<file path="src/rtl/reset_sequencer.sv">
// Reset and bring-up controller: syncs PLL lock and the user button, debounces the
// button, then releases a vector of staged resets in ascending order once lock is stable.
module reset_sequencer #(
  parameter int unsigned CHANNELS          = 4,
  parameter int unsigned POR_CYCLES        = 1024,
  parameter int unsigned STAGE_CYCLES      = 16,
  parameter int unsigned DEBOUNCE_CYCLES   = 250000,
  parameter bit          BUTTON_ACTIVE_LOW = 1'b0,
  parameter int unsigned COUNT_WIDTH       = 8
) (
  input  logic                   clock,
  input  logic                   reset,
  input  logic                   locked,
  input  logic                   button,
  output logic [CHANNELS-1:0]    reset_out,
  output logic                   ready,
  output logic [COUNT_WIDTH-1:0] abort_count
);

  localparam int unsigned PorW = $clog2(POR_CYCLES + 1);
  localparam int unsigned StgW = $clog2(STAGE_CYCLES + 1);
  localparam int unsigned DbW  = $clog2(DEBOUNCE_CYCLES + 1);
  localparam int unsigned IdxW = $clog2(CHANNELS + 1);

  typedef enum logic [1:0] {StHold, StRelease, StRun} state_e;

  state_e                 state_q, state_d;
  logic                   lock_meta_q, lock_sync_q;
  logic                   btn_meta_q, btn_sync_q;
  logic                   btn_deb_q, btn_deb_d;
  logic [DbW-1:0]         db_cnt_q, db_cnt_d, db_inc;
  logic [PorW-1:0]        por_q, por_d, por_inc;
  logic [StgW-1:0]        stg_q, stg_d, stg_inc;
  logic [IdxW-1:0]        idx_q, idx_d, idx_inc;
  logic [CHANNELS-1:0]    reset_out_q, reset_out_d;
  logic                   ready_q, ready_d;
  logic [COUNT_WIDTH-1:0] abort_q, abort_d;
  logic                   btn_in;
  logic                   abort_req;

  assign btn_in    = button ^ BUTTON_ACTIVE_LOW;
  assign db_inc    = db_cnt_q + DbW'(1);
  assign por_inc   = por_q + PorW'(1);
  assign stg_inc   = stg_q + StgW'(1);
  assign idx_inc   = idx_q + IdxW'(1);
  assign abort_req = !lock_sync_q || btn_deb_q;

  // Debouncer: the level flips only after a full run of consecutive differing samples.
  always_comb begin
    btn_deb_d = btn_deb_q;
    db_cnt_d  = '0;
    if (btn_sync_q != btn_deb_q) begin
      if (db_inc == DbW'(DEBOUNCE_CYCLES)) begin
        btn_deb_d = ~btn_deb_q;
      end else begin
        db_cnt_d = db_inc;
      end
    end
  end

  // Sequencer next state; abort wins over any release due on the same edge.
  always_comb begin
    state_d     = state_q;
    por_d       = '0;
    stg_d       = stg_q;
    idx_d       = idx_q;
    reset_out_d = reset_out_q;
    ready_d     = ready_q;
    abort_d     = abort_q;
    unique case (state_q)
      StHold: begin
        reset_out_d = '1;
        ready_d     = 1'b0;
        if (lock_sync_q && !btn_deb_q) begin
          if (por_inc == PorW'(POR_CYCLES)) begin
            state_d     = StRelease;
            reset_out_d = ~CHANNELS'(1);
            stg_d       = '0;
            idx_d       = '0;
          end else begin
            por_d = por_inc;
          end
        end
      end
      StRelease, StRun: begin
        if (abort_req) begin
          state_d     = StHold;
          reset_out_d = '1;
          ready_d     = 1'b0;
          abort_d     = (abort_q == '1) ? abort_q : abort_q + COUNT_WIDTH'(1);
        end else if (state_q == StRun) begin
          reset_out_d = '0;
          ready_d     = 1'b1;
        end else if (stg_inc == StgW'(STAGE_CYCLES)) begin
          stg_d = '0;
          idx_d = idx_inc;
          if (idx_inc == IdxW'(CHANNELS)) begin
            state_d     = StRun;
            reset_out_d = '0;
            ready_d     = 1'b1;
          end else begin
            reset_out_d = reset_out_q & ~(CHANNELS'(1) << idx_inc);
          end
        end else begin
          stg_d = stg_inc;
        end
      end
      default: begin
        state_d     = StHold;
        reset_out_d = '1;
        ready_d     = 1'b0;
      end
    endcase
  end

  // State, synchronisers, counters and registered outputs.
  always_ff @(posedge clock) begin
    if (reset) begin
      state_q     <= StHold;
      lock_meta_q <= 1'b0;
      lock_sync_q <= 1'b0;
      btn_meta_q  <= 1'b0;
      btn_sync_q  <= 1'b0;
      btn_deb_q   <= 1'b0;
      db_cnt_q    <= '0;
      por_q       <= '0;
      stg_q       <= '0;
      idx_q       <= '0;
      reset_out_q <= '1;
      ready_q     <= 1'b0;
      abort_q     <= '0;
    end else begin
      state_q     <= state_d;
      lock_meta_q <= locked;
      lock_sync_q <= lock_meta_q;
      btn_meta_q  <= btn_in;
      btn_sync_q  <= btn_meta_q;
      btn_deb_q   <= btn_deb_d;
      db_cnt_q    <= db_cnt_d;
      por_q       <= por_d;
      stg_q       <= stg_d;
      idx_q       <= idx_d;
      reset_out_q <= reset_out_d;
      ready_q     <= ready_d;
      abort_q     <= abort_d;
    end
  end

  assign reset_out   = reset_out_q;
  assign ready       = ready_q;
  assign abort_count = abort_q;

endmodule

</file>
<file path="config.mk">
export PLATFORM = sky130hd
export DESIGN_NAME = reset_sequencer
export DESIGN_NICKNAME = d
export VERILOG_FILES = /design/src/rtl/reset_sequencer.sv
export SDC_FILE = /design/constraint.sdc
export NUM_CORES = 1
export LEC_CHECK = 0
export BUFFER_PORTS_ARGS = -buffer_cell sky130_fd_sc_hd__buf_2
export CORE_MARGIN = 1.5
export CORE_UTILIZATION = 55
export DETAILED_ROUTE_END_ITERATION = 12
export GPL_TIMING_DRIVEN = 0
export PLACE_DENSITY = 0.77
export SLEW_MARGIN = 40
export SYNTH_ARGS = -nofsm -noshare
export SYNTH_HDL_FRONTEND = slang
export SYNTH_SLANG_ARGS = --single-unit
export TNS_END_PERCENT = 10
</file>
<file path="constraint.sdc">
create_clock -name clock -period 2 [get_ports clock]
set_input_delay 0.2 -clock clock [delete_from_list [all_inputs] [get_ports clock]]
set_output_delay 0.2 -clock clock [all_outputs]
set_load 0.02 [all_outputs]
</file>
==> results.md <==
- Outcome: complete, but fails checks
- Failing checks: setup timing
- RSZ-0062 raised after global routing: yes
- Clk sinks: 57
- Number of synthesized register bits: 57
- Worst IR drop on VDD: 0.569 mV
- Routed vias/inst: 5.66
- # H-tree levels: 3
- Pin count of the biggest net entering global routing: 11
- Startpoint types: register
- Vias in the first global route: 2470
- IO buf count: 15
- Initial antenna violation count: 0
- Post-synth top cells: dfxtp_1, nor2_1, nand2_1
- Layout fillers: 433
- Asr flop ratio synth: 0%
- Nets: 430
- Sequential cell area: 1190 um2
- Setup crit end kind: register
- Critical path's top delay family: compound AO/OA/AOI/OAI gates
- Rows: 27
- Synth top area share: 37.0%
- DRT iter0 DRCs: 107
- Max Fclk: 480 MHz
- Worst Skew: 0.00655 ns
- Worst Path Required: 2.23 ns
- Least-Margin Pin Slew: 0.547 ns
- Crit share post-route: 104%
- Boundary Pins: 17
- Diodes inserted: 0
- Initial Utilization: 56.3%
- Routed via count: 2766
- Post-synthesis area per instance: 8.47 um2
- CTS tree: built
- Flop2flop setup slack: -0.09 ns
- Top FF cell, synth: dfxtp_1
- Num CTS Buffers: 9
- DRC Markers: 0
- Worst hold-check path type: input pin to register
- Final worst path period need: 2.09 ns
- Worst-Skew Late Latency: 0.34 ns
- Power per cell area: 548 nW/um2
- Crit-path slowest cell: dfxtp_4
- P&R area growth vs syn: 25.9%
- Final setup vio count: 16
- Die X: 77.9 um
- Most frequent cell after synthesis: dfxtp_1
- WHS: 0.0689 ns
- Area contributors post-synth: dfxtp_1, ha_1, xnor2_1, nor2_1, xor2_1
- Post-synth top area cell: dfxtp_1
- Leakage power: 1.39 nW
- Max cap viols: 0
- GRT Util Overall: 23.6%
- First-pass GRT wire length: 11.2 mm
- CP bufs+invs: 3
- DIE AREA: 6060 um2
- Critical path peak fanout: 6
- Routed Antenna Nets: 0
- Worst hold stages: 2
- DR pass1 iterations: 4
- Fin area: 3880 um2
- Synth cell types: 62
- Post-DR wirelength/cell: 14.4 um
- Critical Path Max Stage Delay: 0.36 ns
- Multi-input gate area: 1970 um2
- Core Region: 5470 um2
- Total global routing overflow: 0
- Synth Warn #: 0
- Post-synth EDFFs: 0
- Mapped Nets: 382
- Dpl cell area: 3280 um2
- RePlAce Congestion: 0.842
- Fin worst setup slack: -0.0853 ns
- CP arrival: 2.32 ns
- Worst path depth: 10
- Synth Cell Area: 3080 um2
- Cells along the critical path: ha_4 > clkbuf_16 > and3_1 > and2_4 > o311ai_4 > o21ai_2 > o21bai_4 > buf_12 > buf_16 > nor2_2
- Synth Instances: 364
- Root buffer cell: clkbuf_8
- R2R cell count: 10
- Die Y: 77.9 um
- Hold-fix buffers, CTS: 0
- Final-report hold violation count: 0
- HPWL Detailed: 4.34 mm
- Max clock buf depth: 2
- Seq/Total Area, Yosys: 37.0%
- Share of cells above drive strength 1: 29.0%
- Fin. max-slew vios: 0
- CP Class: register to register
- Post-layout util: 70.9%
- Total Power: 2.13 mW
- Wirelength, routed: 7.03 mm
- Worst slew margin: 63.4%
- Clk slew on worst S/H paths: 0.06 ns
- Fin Setup TNS: -0.687 ns
## worst reg2reg max path: stages (launching register included)
cell and delay (ns):
dfxtp_4 0.36, ha_4 0.16, clkbuf_16 0.15, and3_1 0.22
and2_4 0.19, o311ai_4 0.26, o21ai_2 0.14, o21bai_4 0.22
buf_12 0.13, buf_16 0.11, nor2_2 0.03
## metal layers
layer	GRT usage (%)	share of wire [%]
met1	27.9	44
met2	39.6	50
met3	6.71	4.2
met4	10.2	1.4
met5	0	0
## kinds of logic after synthesis
group / count (synthesis) / synth area share, %
muxes: 2 / 0.649
and+or+nand+nor: 164 / 28.3
buffers and inverters: 28 / 4.63
adders and majority gates: 14 / 5.68
xor gates and xnor gates: 34 / 9.66
AOI/OAI and AO/OA: 65 / 14.1
DFF: 57 / 37.0
## final timing paths
path,startpoint,to
min,locked,lock_meta_q$_SDFF_PP0_
max,db_cnt_q[0]$_SDFF_PP0_,db_cnt_q[4]$_SDFF_PP0_
max reg2reg,db_cnt_q[0]$_SDFF_PP0_,db_cnt_q[4]$_SDFF_PP0_
min reg2reg,lock_meta_q$_SDFF_PP0_,lock_sync_q$_SDFF_PP0_
## cells in the final DEF (no fill, tap or decap), drive strengths merged, types with 4 or more instances in the layout
cell,synthesis,layout
inv,13,13
nor3,11,11
xnor2,18,18
and2,6,6
nor2b,8,8
and3,4,4
buf,5,45
a21oi,16,16
xor2,16,16
nand2,24,24
dfxtp,57,57
and4,4,4
nor2,49,49
o21ai,17,17
nand4,11,11
nand3,23,23
clkbuf,10,20
a31oi,5,5
ha,14,14
or3,6,6
a211o,4,4
## metrics by stage
stage | setup slack (ns) | cells
2_1_floorplan | -0.0314 | 364
3_3_place_gp | -0.232 | 451
3_5_place_dp | -0.276 | 451
4_1_cts | -0.0952 | 484
5_1_grt | -0.166 | 489
6_report | -0.0853 | 489
## sequential cells by signal (all words and copies together), names as in the netlist
name,cells
db_cnt_q,18
por_q,11
abort_count,8
stg_q,5
reset_out,4
idx_q,3
state_q,2
btn_deb_q,1
btn_meta_q,1
btn_sync_q,1
lock_meta_q,1
lock_sync_q,1
ready,1
## final cells by class
| cell class | count | area share (%) |
|---|---|---|
| multi-input cells | 279 | 50.8 |
| flip-flops and latches | 57 | 30.8 |
| repair buffers | 40 | 7.70 |
| clock buffers | 13 | 4.09 |
| plain buffers | 12 | 2.68 |
| well taps | 72 | 2.32 |
| inverters | 13 | 1.26 |
| clock inverters | 3 | 0.387 |
## where the power goes
group          leakage [nW]  internal, mW  switching, mW
Combinational         0.824        0.0187         0.0286
Clock                0.0932         0.511          0.439
Sequential            0.473          1.12        0.00298
## what timing repair did
item,CTS,global route
pin swaps,14,18
setup buffers,17,7
gates cloned,1,0
gates resized for setup,38,31
endpoints found under the setup margin,38,41
Power figures use the tool's default switching activity.
